## src/rtl/fifo_pkg.sv

```systemverilog
// Shared constants and helpers for the parametrised FIFO.
// The log2 helper sizes pointers and the occupancy counter.
package fifo_pkg;

  localparam int DEF_WIDTH = 8;
  localparam int DEF_DEPTH = 16;

  function automatic int log2(input int n);
    int res;
    res = 0;
    for (int i = 0; i < 31; i++)
      if ((1 << i) < n) res = i + 1;
    return res;
  endfunction

endpackage

```

## src/rtl/fifo_mem.sv

```systemverilog
// DEPTH x WIDTH storage: synchronous write, asynchronous read, no reset.
// Read data follows raddr combinationally; no backpressure.
module fifo_mem
  import fifo_pkg::*;
#(
  parameter int WIDTH = DEF_WIDTH,
  parameter int DEPTH = DEF_DEPTH
) (
  input  logic                     clk,
  input  logic                     we,
  input  logic [log2(DEPTH)-1:0]   waddr,
  input  logic [WIDTH-1:0]         wdata,
  input  logic [log2(DEPTH)-1:0]   raddr,
  output logic [WIDTH-1:0]         rdata
);

  logic [WIDTH-1:0] mem [DEPTH];

  always_ff @(posedge clk)
    if (we) mem[waddr] <= wdata;

  assign rdata = mem[raddr];

endmodule

```

## src/rtl/fifo_param.sv

```systemverilog
// Parametrised single-clock FIFO with level, almost flags and sticky error flags; 1-cycle read
// latency, or 0 with FIFO_FWFT_EN defined. Writes are dropped when full, reads when empty.
module fifo_param
  import fifo_pkg::*;
#(
  parameter int WIDTH    = DEF_WIDTH,
  parameter int DEPTH    = DEF_DEPTH,
  parameter int AF_LEVEL = DEPTH - 2,
  parameter int AE_LEVEL = 2
) (
  input  logic                   clk,
  input  logic                   reset,
  input  logic                   w,
  input  logic [WIDTH-1:0]       data_in,
  input  logic                   r,
  output logic [WIDTH-1:0]       out,
  output logic                   out_valid,
  output logic                   full,
  output logic                   empty,
  output logic                   almost_full,
  output logic                   almost_empty,
  output logic [log2(DEPTH):0]   level,
  output logic                   overflow,
  output logic                   underflow
);

  localparam int AW = log2(DEPTH);
  localparam logic [AW:0]   DEPTH_L = (AW+1)'(DEPTH);
  localparam logic [AW:0]   AF_L    = (AW+1)'(AF_LEVEL);
  localparam logic [AW:0]   AE_L    = (AW+1)'(AE_LEVEL);
  localparam logic [AW:0]   LVL_ONE = (AW+1)'(1);
  localparam logic [AW-1:0] PTR_ONE = AW'(1);

  logic          wr_acc;
  logic          rd_acc;
  logic [AW-1:0] wr_ptr;
  logic [AW-1:0] rd_ptr;
  logic [AW:0]   lvl_nxt;
  logic [WIDTH-1:0] rdata;

  assign rd_acc = r & ~empty;
  // A pop in the same cycle frees the slot, so a write into a full FIFO still lands.
  assign wr_acc = w & (~full | rd_acc);

  fifo_mem #(.WIDTH(WIDTH), .DEPTH(DEPTH)) u_mem (
    .clk   (clk),
    .we    (wr_acc),
    .waddr (wr_ptr),
    .wdata (data_in),
    .raddr (rd_ptr),
    .rdata (rdata)
  );

  always_comb begin
    lvl_nxt = level;
    if (wr_acc && !rd_acc)      lvl_nxt = level + LVL_ONE;
    else if (rd_acc && !wr_acc) lvl_nxt = level - LVL_ONE;
  end

  // Flags are computed from the next level so they line up with level itself.
  always_ff @(posedge clk or negedge reset) begin
    if (!reset) begin
      wr_ptr       <= '0;
      rd_ptr       <= '0;
      level        <= '0;
      full         <= 1'b0;
      empty        <= 1'b1;
      almost_full  <= 1'b0;
      almost_empty <= 1'b1;
      overflow     <= 1'b0;
      underflow    <= 1'b0;
    end else begin
      if (wr_acc) wr_ptr <= wr_ptr + PTR_ONE;
      if (rd_acc) rd_ptr <= rd_ptr + PTR_ONE;
      level        <= lvl_nxt;
      full         <= (lvl_nxt == DEPTH_L);
      empty        <= (lvl_nxt == '0);
      almost_full  <= (lvl_nxt >= AF_L);
      almost_empty <= (lvl_nxt <= AE_L);
      if (w && full && !rd_acc) overflow  <= 1'b1;
      if (r && empty)           underflow <= 1'b1;
    end
  end

`ifdef FIFO_FWFT_EN
  // Head word is shown directly; forced to zero while empty so reset leaves out at 0.
  assign out       = empty ? '0 : rdata;
  assign out_valid = ~empty;
`else
  always_ff @(posedge clk or negedge reset) begin
    if (!reset) begin
      out       <= '0;
      out_valid <= 1'b0;
    end else begin
      out_valid <= rd_acc;
      if (rd_acc) out <= rdata;
    end
  end
`endif

endmodule
```

## config.mk

```make
export PLATFORM = sky130hd
export DESIGN_NAME = fifo_param
export DESIGN_NICKNAME = d
export VERILOG_FILES = /design/src/rtl/fifo_pkg.sv /design/src/rtl/fifo_mem.sv /design/src/rtl/fifo_param.sv
export SDC_FILE = /design/constraint.sdc
export NUM_CORES = 1
export LEC_CHECK = 0
export ABC_AREA = 0
export CORE_MARGIN = 2
export CORE_UTILIZATION = 40
export CTS_CLUSTER_DIAMETER = 80
export CTS_CLUSTER_SIZE = 14
export DETAILED_ROUTE_END_ITERATION = 8
export GPL_ROUTABILITY_DRIVEN = 0
export REMOVE_ABC_BUFFERS = 1
export SLEW_MARGIN = 25
export SYNTH_ARGS = -nofsm -noshare
export SYNTH_HDL_FRONTEND = slang
export SYNTH_SLANG_ARGS = --single-unit
```

## constraint.sdc

```tcl
create_clock -name clk -period 5.1 [get_ports clk]
set_clock_uncertainty 0.15 [all_clocks]
set_input_delay 1.02 -clock clk [delete_from_list [all_inputs] [get_ports clk]]
set_output_delay 1.02 -clock clk [all_outputs]
set_load 0.1 [all_outputs]
```

==> PnR_summary.wiki, run 1 <==
{| class="wikitable"
! Metric !! Value
|-
| Slowest-stage cell, CP || sky130_fd_sc_hd__clkdlybuf4s50_1
|-
| Resized Gates After CTS || 0
|-
| Compound-cell area share of the yosys netlist || 0.0408
|-
| Launching instance or port of the critical path || empty$_DFF_PN1_
|-
| Die area || 16900 sq um
|-
| Setup Total Neg Slack || 0 ps
|-
| Initial core utilization || 0.404
|-
| Worst-case headroom to the max-slew limit || 0.341
|-
| Peak ir drop on the vdd network || 382 uV
|-
| Synth Area in XOR/XNOR || 0.0174
|-
| Classification of the worst setup path || reg2out
|-
| Family with the most delay on the worst path || buffers and inverters
|-
| Share of async-settable or async-resettable flops after synthesis || 0.179
|-
| Global-route wire length before repair || 19500 microns
|-
| Overall die height || 130 microns
|-
| Multi-input gate area || 1660 sq um
|-
| Horizontal die dimension || 130 microns
|-
| Dominant register cell in the synthesized netlist || sky130_fd_sc_hd__edfxtp_1
|-
| Via count || 3288
|-
| Final Worst Setup Slack || 1790 ps
|-
| Hold buffer count at CTS || 0
|-
| Tcrit/Tclk final || 0.649
|-
| Cell breakdown of the critical path || clkdlybuf4s50_1
|-
| Critical Path End Type || output pin
|-
| Endpoint of the worst setup timing path || empty
|-
| Launching point of the worst reg2reg path || rd_ptr[0]$_DFFE_PN0P_
|-
| Power density of the placed cells || 645 nW/um^2
|-
| Detailed placement HPWL || 8660 microns
|-
| R2R Setup Slk || 2410 ps
|-
| Synthesis-to-layout area growth || 17.9%
|-
| Startpoint class of the critical path || register
|-
| Synth cell types || 45
|-
| Number of nets with antenna violations after detailed routing || 0
|-
| Fillers || 1324
|-
| Number of ports placed on the die boundary || 32
|-
| Post-layout minimum cycle time || 3310 ps
|-
| Total of warnings raised by yosys || 0
|-
| Run status || finished, final reports clean
|-
| Register-to-Register Path Depth || 6
|-
| Average footprint of a synthesized cell || 17.4 sq um
|-
| Total gr overflow || 0
|-
| Main area contributors after synthesis || sky130_fd_sc_hd__edfxtp_1, sky130_fd_sc_hd__dfrtp_1, sky130_fd_sc_hd__mux4_2, sky130_fd_sc_hd__mux2i_1, sky130_fd_sc_hd__mux2_2
|-
| Global routing usage summed across all routing layers || 0.164
|-
| Ant diodes || 0
|-
| Crit path largest cell delay || 1140 ps
|-
| Register area || 4550 sq um
|-
| Multiplexer share of the synthesized area || 0.128
|-
| WL per Instance || 20.6 microns
|-
| Pin count of the biggest net entering global routing || 29
|-
| Number of pins with negative max-slew slack in the final report || 0
|-
| Buffering stage count on the worst path with inverters included || 1
|-
| Number of global-route vias before repair || 3300
|-
| First-pass detailed-route iteration total || 5
|-
| Share of final-layout standard cells stronger than drive strength 1 || 0.196
|-
| Clock tree from TritonCTS || yes
|-
| Number of clock buffers inserted by TritonCTS || 17
|-
| DRC violation total after the first TritonRoute iteration || 285
|-
| Req. time, crit path || 3930 ps
|-
| Core Area || 15700 sq um
|-
| Share of the synthesized area in the top cell type || 0.606
|-
| Number of buffers on the longest clock path || 2
|-
| Clock edge transition at the registers on the reported setup and hold paths || 60 ps
|-
| Root buffer selected by CTS || sky130_fd_sc_hd__clkbuf_16
|-
| Crit Path Max Fanout || 4
|-
| Setup repair bufs after CTS || 0
|-
| CP arrival || 2140 ps
|-
| Number of maximum-capacitance violations || 0
|-
| Adder and majority gate portion of the synthesized area || 0.0138
|-
| Clk_lat worst skew || 430 ps
|-
| Total of endpoints with negative setup slack in the final report || 0
|-
| Number of synthesized flops with an enable pin || 128
|-
| Fin. Hold Viols || 0
|-
| Post-placement worst setup slack || 1430 ps
|-
| Flops & latches, synth || 156
|-
| H-tree depth || 4
|-
| Largest area contributor in the synthesized netlist || sky130_fd_sc_hd__edfxtp_1
|-
| Critical path depth || 1
|-
| Top achievable clock speed || 302 MHz
|-
| RSZ-0062 raised after global routing || no
|-
| Number of sinks on the clock net || 156
|-
| Reg-to-reg endpoint || out[1]$_DFFE_PN0P_
|-
| Antenna violations before repair || 0
|-
| Input/output buffers || 31
|-
| Number of cells produced by synthesis || 365
|-
| Dominant combinational cell family by area after synthesis || multiplexers
|-
| Sequential-to-total area share from yosys stat || 0.717
|-
| Standard-cell rows || 46
|-
| WL final || 13000 microns
|-
| Number of nets at the end of the flow || 419
|-
| Worst min-delay path class || reg2reg
|-
| Pin slew with the least headroom to its limit || 986 ps
|-
| Via/cell ratio || 5.23
|-
| Static leakage || 0.00260 uW
|-
| Total standard cell area after synthesis || 6340 sq um
|-
| Simple-gate area share of the yosys netlist || 0.0617
|-
| Count of unresolved DRC violations after routing || 0
|}
## placed cells by master, fill, tap and decap left out, types with 2 or more instances in the layout
| cell type | netlist | final |
|---|---|---|
| sky130_fd_sc_hd__edfxtp_1 | 128 | 128 |
| sky130_fd_sc_hd__clkdlybuf4s50_1 | 0 | 31 |
| sky130_fd_sc_hd__mux2i_1 | 27 | 27 |
| sky130_fd_sc_hd__dfrtp_1 | 26 | 25 |
| sky130_fd_sc_hd__nand2_1 | 20 | 20 |
| sky130_fd_sc_hd__clkbuf_16 | 0 | 17 |
| sky130_fd_sc_hd__o22ai_1 | 16 | 16 |
| sky130_fd_sc_hd__mux2_2 | 16 | 16 |
| sky130_fd_sc_hd__mux4_2 | 16 | 16 |
| sky130_fd_sc_hd__o21ai_0 | 13 | 13 |
| sky130_fd_sc_hd__nor2_1 | 12 | 12 |
| sky130_fd_sc_hd__nor3_1 | 9 | 8 |
| sky130_fd_sc_hd__xnor2_1 | 7 | 7 |
| sky130_fd_sc_hd__and3_1 | 7 | 7 |
| sky130_fd_sc_hd__ha_1 | 7 | 7 |
| sky130_fd_sc_hd__bufinv_16 | 0 | 5 |
| sky130_fd_sc_hd__clkinv_4 | 1 | 4 |
| sky130_fd_sc_hd__inv_1 | 4 | 4 |
| sky130_fd_sc_hd__and4_1 | 4 | 4 |
| sky130_fd_sc_hd__buf_4 | 3 | 4 |
| sky130_fd_sc_hd__and2_1 | 3 | 3 |
| sky130_fd_sc_hd__clkinv_1 | 0 | 3 |
| sky130_fd_sc_hd__nor4b_2 | 2 | 2 |
| sky130_fd_sc_hd__nand3_1 | 2 | 2 |
| sky130_fd_sc_hd__xnor2_2 | 2 | 2 |
| sky130_fd_sc_hd__nor2b_1 | 2 | 2 |
| sky130_fd_sc_hd__nand2b_1 | 2 | 2 |
| sky130_fd_sc_hd__nand4_1 | 2 | 2 |
| sky130_fd_sc_hd__dfstp_2 | 2 | 2 |
| sky130_fd_sc_hd__clkinv_2 | 0 | 2 |
| sky130_fd_sc_hd__clkbuf_1 | 6 | 2 |
## registers in the layout, indices dropped and copies added, names as in the netlist
| name | flops |
|---|---|
| rd_ptr | 4 |
| out | 8 |
| u_mem.mem | 128 |
| empty | 1 |
| out_valid | 1 |
| wr_ptr | 4 |
| almost_full | 1 |
| almost_empty | 1 |
| overflow | 1 |
| underflow | 1 |
| level | 5 |
| full | 1 |
## final cells by class
cell class | count | area share
flip-flops and latches | 156 | 0.608
multi-input cells | 185 | 0.223
clock buffers | 19 | 0.0579
repair buffers | 35 | 0.0455
well taps | 216 | 0.0361
clock inverters | 13 | 0.0264
inverters | 5 | 0.00318
## how the worst min path moves through the flow
| stage | from | endpoint | slack (ps) | cells past startpoint |
|---|---|---|---|---|
| detailed placement | underflow$_DFFE_PN0P_ | underflow$_DFFE_PN0P_ | 300 | 1 |
| finish | underflow$_DFFE_PN0P_ | underflow$_DFFE_PN0P_ | 310 | 1 |
| global placement | underflow$_DFFE_PN0P_ | underflow$_DFFE_PN0P_ | 310 | 1 |
| floorplan | rd_ptr[3]$_DFFE_PN0P_ | rd_ptr[3]$_DFFE_PN0P_ | 310 | 1 |
| CTS | underflow$_DFFE_PN0P_ | underflow$_DFFE_PN0P_ | 320 | 1 |
| global route | underflow$_DFFE_PN0P_ | underflow$_DFFE_PN0P_ | 340 | 1 |
## cells in the mapped netlist (2+ instances only)
| cell type | count |
|---|---|
| sky130_fd_sc_hd__nor3_1 | 9 |
| sky130_fd_sc_hd__mux2_2 | 16 |
| sky130_fd_sc_hd__and3_1 | 7 |
| sky130_fd_sc_hd__mux4_2 | 16 |
| sky130_fd_sc_hd__o21ai_0 | 13 |
| sky130_fd_sc_hd__mux2i_1 | 27 |
| sky130_fd_sc_hd__buf_4 | 3 |
| sky130_fd_sc_hd__nor2_1 | 12 |
| sky130_fd_sc_hd__nor4b_2 | 2 |
| sky130_fd_sc_hd__inv_1 | 4 |
| sky130_fd_sc_hd__edfxtp_1 | 128 |
| sky130_fd_sc_hd__buf_6 | 4 |
| sky130_fd_sc_hd__nand3_1 | 2 |
| sky130_fd_sc_hd__and2_1 | 3 |
| sky130_fd_sc_hd__dfrtp_1 | 26 |
| sky130_fd_sc_hd__clkbuf_1 | 6 |
| sky130_fd_sc_hd__nand2b_1 | 2 |
| sky130_fd_sc_hd__xnor2_1 | 7 |
| sky130_fd_sc_hd__nand4_1 | 2 |
| sky130_fd_sc_hd__nand2_1 | 20 |
| sky130_fd_sc_hd__dfstp_2 | 2 |
| sky130_fd_sc_hd__xnor2_2 | 2 |
| sky130_fd_sc_hd__nor2b_1 | 2 |
| sky130_fd_sc_hd__buf_1 | 5 |
| sky130_fd_sc_hd__o22ai_1 | 16 |
| sky130_fd_sc_hd__ha_1 | 7 |
| sky130_fd_sc_hd__and4_1 | 4 |
## stage by stage
| step | area, sq um | util | hold WS (ps) | total power, uW | std cells |
|---|---|---|---|---|---|
| after floorplan | 6230 | - | 309 | 3050 | 346 |
| after global placement | 6840 | 0.435 | 306 | 3500 | 597 |
| after detailed placement | 6840 | 0.435 | 303 | 3510 | 597 |
| after CTS | 7470 | 0.476 | 317 | 4850 | 629 |
| after global routing | 7480 | 0.476 | 337 | 5030 | 629 |
| final | 7480 | 0.476 | 309 | 4830 | 629 |
## logic make-up (layout without fill, tap and decap cells)
logic type               Yosys count  after routing
buffers and inverters             24             72
AO/OA/AOI/OAI                     38             38
XOR/XNOR                          10             10
multiplexers                      59             59
flip-flops                       156            156
AND/OR/NAND/NOR                   71             71
adder cells (fa/ha/maj)            7              7
## report_power, final
part / internal (uW) / switching, uW / leakage, uW
Sequential: 1590 / 253 / 0.00148
Combinational: 588 / 1050 / 0.000814
Clock: 863 / 479 / 0.000307
## routing by layer
metal | GRT usage | part of all wire | vias to the layer above
met3 | 0.0508 | 0.069 | 7
li1 | - | - | 1492
met4 | 0.0569 | 0.0093 | 0
met5 | 0 | 0 | -
met2 | 0.246 | 0.47 | 108
met1 | 0.229 | 0.45 | 1681
No activity file was read; power rests on OpenSTA's default activity.
==> run 2, diff against run 1 <==
Clock period 5.1 ns to 2.7 ns, I/O delays scaled along.
==> run 2 against run 1 <==
Against the previous run: sequential cell count unchanged; final area increased by 3.6%; sequential share of layout area is 2.1 points lower; combinational power rose by 110%; critical path depth grew 7; core utilization is 1.7 points higher; non-clock buffer count up 22; first-iteration DRC count up 3.9%; highest routed layer unchanged.
==> PnR_summary.wiki, run 2 (synthesis gave the netlist of run 1 again) <==
{| class="wikitable"
! Metric !! Value
|-
| Peak ir drop on the vdd network || 751 uV (+96%)
|-
| Combinational Power Share || 0.368 (+0.029)
|-
| Internal power || 5770 uW (+90%)
|-
| Count of unresolved DRC violations after routing || 0 (unchanged)
|-
| WL per Instance || 20.0 microns (-3.3%)
|-
| Part of the total power dissipated in sequential elements || 0.362 (-0.021)
|-
| Total power draw || 9180 uW (+90%)
|-
| First-pass detailed-route iteration total || 4 (-1)
|-
| WL final || 13000 microns (about the same)
|-
| Initial core utilization || 0.404 (unchanged)
|-
| Highest routed metal layer || met4
|-
| Most common cell after layout, fill and taps aside || sky130_fd_sc_hd__edfxtp_1
|-
| Number of global-route vias before repair || 3420 (+3.6%)
|-
| Power density of the placed cells || 1190 nW/um^2 (+84%)
|-
| Commonest cells after routing, fill and taps aside || sky130_fd_sc_hd__edfxtp_1, sky130_fd_sc_hd__buf_4, sky130_fd_sc_hd__mux2i_1
|-
| Static leakage || 0.00278 uW (+6.9%)
|-
| Worst min-delay path class || reg2reg
|-
| Resized Gates After CTS || 0 (unchanged)
|-
| Pin slew with the least headroom to its limit || 769 ps (-216 ps)
|-
| Critical Path End Type || register
|-
| Clock tree from TritonCTS || yes
|-
| Overall die height || 130 microns (unchanged)
|-
| Number of pins with negative max-slew slack in the final report || 0 (unchanged)
|-
| Tcrit/Tclk final || 0.810
|-
| Input/output buffers || 31 (unchanged)
|-
| Register area || 4550 sq um (unchanged)
|-
| Startpoint class of the critical path || primary input
|-
| CP arrival || 2340 ps (+200 ps)
|-
| Crit Path Max Fanout || 19 (+15)
|-
| Die area || 16900 sq um (unchanged)
|-
| DRC violation total after the first TritonRoute iteration || 296 (+3.9%)
|-
| Fraction of the core area covered by cells at the end of the flow || 0.493 (+0.0171)
|-
| Largest Register || u_mem.mem
|-
| Antenna violations before repair || 0 (unchanged)
|-
| Via/cell ratio || 5.10 (-2.4%)
|-
| Clk pwr share || 0.270 (-0.008)
|-
| Number of clock buffers inserted by TritonCTS || 17 (unchanged)
|-
| Global-route wire length before repair || 19700 microns (+0.96%)
|-
| Number of sinks on the clock net || 156 (unchanged)
|-
| Worst-case headroom to the max-slew limit || 0.485 (+0.145)
|-
| Classification of the worst setup path || in2reg
|-
| Hold buffer count at CTS || 0 (unchanged)
|-
| Fin. Hold Viols || 0 (unchanged)
|-
| Final std cells w/o fill || 651 (+3.5%)
|-
| Pin count of the biggest net entering global routing || 52 (+79%)
|-
| Post-layout minimum cycle time || 2190 ps
|-
| Net Sw Power || 3410 uW (+91%)
|-
| Ant diodes || 0 (unchanged)
|-
| Multi-input gate area || 1660 sq um (-0.30%)
|-
| Top Registers || u_mem.mem (128), out (8), level (5)
|-
| Placed Cells || 619 (+3.7%)
|-
| Number of nets with antenna violations after detailed routing || 0 (unchanged)
|-
| Setup repair bufs after CTS || 0 (unchanged)
|-
| Req. time, crit path || 2850 ps (-1080 ps)
|-
| Core Area || 15700 sq um (unchanged)
|-
| Met3 WL post-DR || 652 microns (-28%)
|-
| Top achievable clock speed || 457 MHz
|-
| Synthesis-to-layout area growth || 22.1%
|-
| Max FFs per register || 128 (unchanged)
|-
| Number of buffers on the longest clock path || 2 (unchanged)
|-
| Horizontal die dimension || 130 microns (unchanged)
|-
| Clock edge transition at the registers on the reported setup and hold paths || 60 ps (about the same)
|-
| Standard-cell rows || 46 (unchanged)
|-
| Total gr overflow || 0 (unchanged)
|-
| M1 WL || 5790 microns (-1.4%)
|-
| Global routing usage summed across all routing layers || 0.165 (+0.000458)
|-
| Detailed placement HPWL || 8590 microns (-0.88%)
|-
| Total of endpoints with negative setup slack in the final report || 0 (unchanged)
|-
| Number of nets at the end of the flow || 441 (+5.3%)
|-
| Met2 wirelength from detailed routing || 6330 microns (+4.0%)
|-
| Run status || finished, final reports clean
|-
| RSZ-0062 raised after global routing || no
|-
| Number of ports placed on the die boundary || 32 (unchanged)
|-
| Clk_lat worst skew || 420 ps (about the same)
|-
| Root buffer selected by CTS || sky130_fd_sc_hd__clkbuf_16
|-
| Share of final-layout standard cells stronger than drive strength 1 || 0.290 (+0.0935)
|-
| Number of maximum-capacitance violations || 0 (unchanged)
|-
| Via count || 3323 (+1.1%)
|-
| Net switching share of the total power || 0.372 (+0.00236)
|-
| Fillers || 1306 (-1.4%)
|-
| H-tree depth || 4 (unchanged)
|}
-- run 2: cell types whose count changed in the layout (fill, tap and decap cells not counted) --
cell                              delta
sky130_fd_sc_hd__nor3_1              +1
sky130_fd_sc_hd__clkinvlp_4          +2
sky130_fd_sc_hd__nor3_2              -1
sky130_fd_sc_hd__clkdlybuf4s50_1    -20
sky130_fd_sc_hd__clkbuf_1            -1
sky130_fd_sc_hd__clkinv_1            -3
sky130_fd_sc_hd__buf_4              +30
sky130_fd_sc_hd__clkbuf_8            +3
sky130_fd_sc_hd__clkinv_4            -2
sky130_fd_sc_hd__bufinv_16           -4
sky130_fd_sc_hd__buf_12             +12
sky130_fd_sc_hd__clkbuf_16           +4
sky130_fd_sc_hd__clkinv_2            +1
-- run 2: final timing paths --
| path | startpoint | cells past startpoint | end | slack (ps) |
|---|---|---|---|---|
| worst min register to register | underflow$_DFFE_PN0P_ | 1 | underflow$_DFFE_PN0P_ | 310 |
| max in group asynchronous | reset | 2 | empty$_DFF_PN1_ | 1720 |
| worst min-delay path | underflow$_DFFE_PN0P_ | 1 | underflow$_DFFE_PN0P_ | 310 |
| worst max-delay path | r | 8 | almost_empty$_DFF_PN1_ | 510 |
| worst max register to register | empty$_DFF_PN1_ | 7 | almost_empty$_DFF_PN1_ | 520 |
| min in group asynchronous | reset | 2 | level[1]$_DFF_PN0_ | 370 |
-- run 2: metrics by stage --
step / TNS [ps] / setup WS (ps) / hold WS, ps / cell area (sq um)
global route: 0 / 314 / 342 / 7750
detailed placement: 0 / 75.2 / 304 / 7110
CTS: 0 / 487 / 318 / 7750
finish: 0 / 512 / 314 / 7750
floorplan: -5970 / -400 / 94.4 / 6230
global placement: 0 / 178 / 307 / 7110
-- run 2: layout make-up --
class                           count  area share
Sequential cell                   156       0.587
Tap cell                          216      0.0349
Clock inverter                      7     0.00888
Timing Repair Buffer               57      0.0782
Multi-Input combinational cell    185       0.214
Clock buffer                       25      0.0737
Inverter                            5     0.00307
-- run 2: per-layer routing --
| layer | vias to the layer above | track usage |
|---|---|---|
| met5 | - | 0 |
| met4 | 0 | 0.0721 |
| met3 | 12 | 0.0308 |
| met2 | 78 | 0.260 |
| met1 | 1700 | 0.225 |
| li1 | 1533 | - |
-- run 2: critical path: stages --
cell                              delay (ps)
sky130_fd_sc_hd__clkdlybuf4s50_1         480
sky130_fd_sc_hd__nand2b_4                100
sky130_fd_sc_hd__buf_4                   170
sky130_fd_sc_hd__clkinv_4                140
sky130_fd_sc_hd__nor2_2                  160
sky130_fd_sc_hd__mux2i_1                 190
sky130_fd_sc_hd__mux2i_1                 140
sky130_fd_sc_hd__a2111oi_2               410
-- run 2: power groups by stage --
stage	registers [uW]	clock network [uW]	logic (uW)
after detailed placement	3370	0	3420
after global routing	3370	2600	3600
final	3320	2480	3380
after CTS	3330	2510	3430
after floorplan	4400	0	1360
after global placement	3360	0	3400
==> run 3, diff against run 2 <==
Clock period 2.7 ns to 2 ns, I/O delays scaled along.
==> run 3 against run 2 <==
Against the previous run: hold slack lost 81 ps; count of clock-buffer cells in the layout shrank 6; global-route usage grew 0.64 points; critical path depth shrank 3; sequential share of layout area shrank 3.6 points; first-iteration DRC count grew 15%; sequential power grew 36%; non-clock buffer count grew 22; clock power grew 37%; sequential cell count is the same; largest cell class unchanged.
==> PnR_summary.wiki, run 3 (synthesis gave the netlist of run 1 again) <==
{| class="wikitable"
! Metric !! Value
|-
| Root buffer selected by CTS || sky130_fd_sc_hd__clkbuf_16
|-
| Post-layout minimum cycle time || 1960 ps
|-
| Peak ir drop on the vdd network || 901 uV (+20%)
|-
| Most common cell after layout, fill and taps aside || sky130_fd_sc_hd__edfxtp_1
|-
| Top Registers || u_mem.mem (128), out (8), level (5)
|-
| Startpoint class of the critical path || register
|-
| Total power draw || 13400 uW (+46%)
|-
| Standard-cell rows || 46 (unchanged)
|-
| Crit Path Max Fanout || 8 (-11)
|-
| Number of buffers on the longest clock path || 2 (unchanged)
|-
| R2R Setup Slk || 40 ps (-480 ps)
|-
| Max FFs per register || 128 (unchanged)
|-
| Register area || 4550 sq um (unchanged)
|-
| Overall die height || 130 microns (unchanged)
|-
| Tcrit/Tclk final || 0.979
|-
| Number of pins with negative max-slew slack in the final report || 0 (unchanged)
|-
| Ant diodes || 0 (unchanged)
|-
| Global routing usage summed across all routing layers || 0.171 (+0.00636)
|-
| Detailed placement HPWL || 9070 microns (+5.7%)
|-
| Count of unresolved DRC violations after routing || 0 (unchanged)
|-
| Clock tree from TritonCTS || yes
|-
| Number of nets with antenna violations after detailed routing || 0 (unchanged)
|-
| Register-to-Register Path Depth || 5 (-2)
|-
| WL final || 13200 microns (+1.8%)
|-
| Power density of the placed cells || 1620 nW/um^2 (+37%)
|-
| H-tree depth || 4 (unchanged)
|-
| Pin count of the biggest net entering global routing || 29 (-44%)
|-
| Total of endpoints with negative setup slack in the final report || 0 (unchanged)
|-
| Input/output buffers || 31 (unchanged)
|-
| Multi-input gate area || 1700 sq um (+2.3%)
|-
| Total gr overflow || 0 (unchanged)
|-
| Reg-to-reg endpoint || out[4]$_DFFE_PN0P_
|-
| Synthesis-to-layout area growth || 30.1%
|-
| Via count || 3445 (+3.7%)
|-
| Hold slack final || 234 ps (-80.6 ps)
|-
| Worst min-delay path class || in2async
|-
| Worst-case headroom to the max-slew limit || 0.513 (+0.0279)
|-
| CP arrival || 2110 ps (-230 ps)
|-
| Die area || 16900 sq um (unchanged)
|-
| RSZ-0062 raised after global routing || yes
|-
| Number of sinks on the clock net || 156 (unchanged)
|-
| Critical Path End Type || register
|-
| Fillers || 1270 (-2.8%)
|-
| Fin. Hold Viols || 0 (unchanged)
|-
| Number of ports placed on the die boundary || 32 (unchanged)
|-
| Number of global-route vias before repair || 3575 (+4.5%)
|-
| Classification of the worst setup path || reg2reg
|-
| First-pass detailed-route iteration total || 4 (unchanged)
|-
| Number of maximum-capacitance violations || 0 (unchanged)
|-
| Clk_lat worst skew || 420 ps (about the same)
|-
| Core Area || 15700 sq um (unchanged)
|-
| Via/cell ratio || 5.12 (+0.28%)
|-
| DRC violation total after the first TritonRoute iteration || 340 (+15%)
|-
| Global-route wire length before repair || 20800 microns (+5.7%)
|-
| Req. time, crit path || 2150 ps (-700 ps)
|-
| Clock edge transition at the registers on the reported setup and hold paths || 60 ps (about the same)
|-
| Number of clock buffers inserted by TritonCTS || 17 (unchanged)
|-
| Static leakage || 0.00299 uW (+7.6%)
|-
| Launching point of the worst reg2reg path || rd_ptr[0]$_DFFE_PN0P_
|-
| WL per Instance || 19.7 microns (-1.5%)
|-
| Commonest cells after routing, fill and taps aside || sky130_fd_sc_hd__edfxtp_1, sky130_fd_sc_hd__buf_12, sky130_fd_sc_hd__buf_4
|-
| Initial core utilization || 0.404 (unchanged)
|-
| Horizontal die dimension || 130 microns (unchanged)
|-
| Share of final-layout standard cells stronger than drive strength 1 || 0.333 (+0.0429)
|-
| Number of nets at the end of the flow || 463 (+5.0%)
|-
| Pin slew with the least headroom to its limit || 728 ps (-41.7 ps)
|-
| Top achievable clock speed || 511 MHz
|-
| Largest Register || u_mem.mem
|-
| Antenna violations before repair || 0 (unchanged)
|-
| Run status || finished, final reports clean
|}
run 3: changes by cell type in the layout (fill, tap and decap cells not counted), sizes merged:
cell,change
buf,+22
bufinv,+4
clkbuf,-6
inv,+2
run 3: how the worst max path moves through the flow:
| stage | start | to | slack, ps | depth (start not counted) |
|---|---|---|---|---|
| 6_report | rd_ptr[0]$_DFFE_PN0P_ | out[4]$_DFFE_PN0P_ | 40 | 5 |
| 5_1_grt | rd_ptr[0]$_DFFE_PN0P_ | out[1]$_DFFE_PN0P_ | -20 | 5 |
| 4_1_cts | rd_ptr[0]$_DFFE_PN0P_ | out[3]$_DFFE_PN0P_ | 1 | 6 |
| 3_5_place_dp | r | out[3]$_DFFE_PN0P_ | -380 | 8 |
| 3_3_place_gp | r | out[3]$_DFFE_PN0P_ | -350 | 8 |
| 2_1_floorplan | rd_ptr[0]$_DFFE_PN0P_ | out[3]$_DFFE_PN0P_ | -1100 | 4 |
run 3: timing repair:
| item | CTS | global route |
|---|---|---|
| gates resized for setup | 0 | 12 |
| hold buffers | 0 | 0 |
| endpoints found under the setup margin | 1 | 10 |
| buffers inserted | 0 | 3 |
| pin swaps | 1 | 0 |
run 3: layer usage:
metal  global-route usage  up-vias  wire length (microns)
met2                0.274       88                   6480
met1                0.224     1756                   5860
met5                    0        -                      0
met3               0.0504       17                    662
li1                     -     1584                      -
met4               0.0614        0                    223
run 3: area by class of cell:
type	count	area share
inverters	5	0.00318
clock inverters	13	0.0238
well taps	216	0.0327
clock buffers	19	0.0524
flip-flops and latches	156	0.551
multi-input cells	185	0.206
repair buffers	79	0.131
run 3: power breakdown:
| part | leakage [uW] | switching [uW] | internal [uW] |
|---|---|---|---|
| Clock | 0.000302 | 1210 | 2200 |
| Sequential | 0.00148 | 440 | 4060 |
| Combinational | 0.00121 | 3160 | 2340 |
| Total | 0.00299 | 4800 | 8610 |
run 3: stage by stage:
| stage | setup TNS [ps] | utilization | instance area, sq um | worst slack (ps) | std cells |
|---|---|---|---|---|---|
| after CTS | 0 | 0.521 | 8190 | 1.22 | 670 |
| after floorplan | -71510 | - | 6230 | -1100 | 346 |
| after global placement | -39790 | 0.481 | 7560 | -346 | 638 |
| final | 0 | 0.525 | 8260 | 42.0 | 673 |
| after global routing | -57.9 | 0.525 | 8260 | -20.4 | 673 |
| after detailed placement | -40600 | 0.481 | 7560 | -379 | 638 |
run 3: worst max-delay path, cell delays in order, from the launching register on:
cell and delay, ps:
sky130_fd_sc_hd__dfrtp_2 480, sky130_fd_sc_hd__buf_12 170, sky130_fd_sc_hd__mux4_2 530, sky130_fd_sc_hd__mux2_2 300, sky130_fd_sc_hd__o22ai_1 140, sky130_fd_sc_hd__nor2_1 60
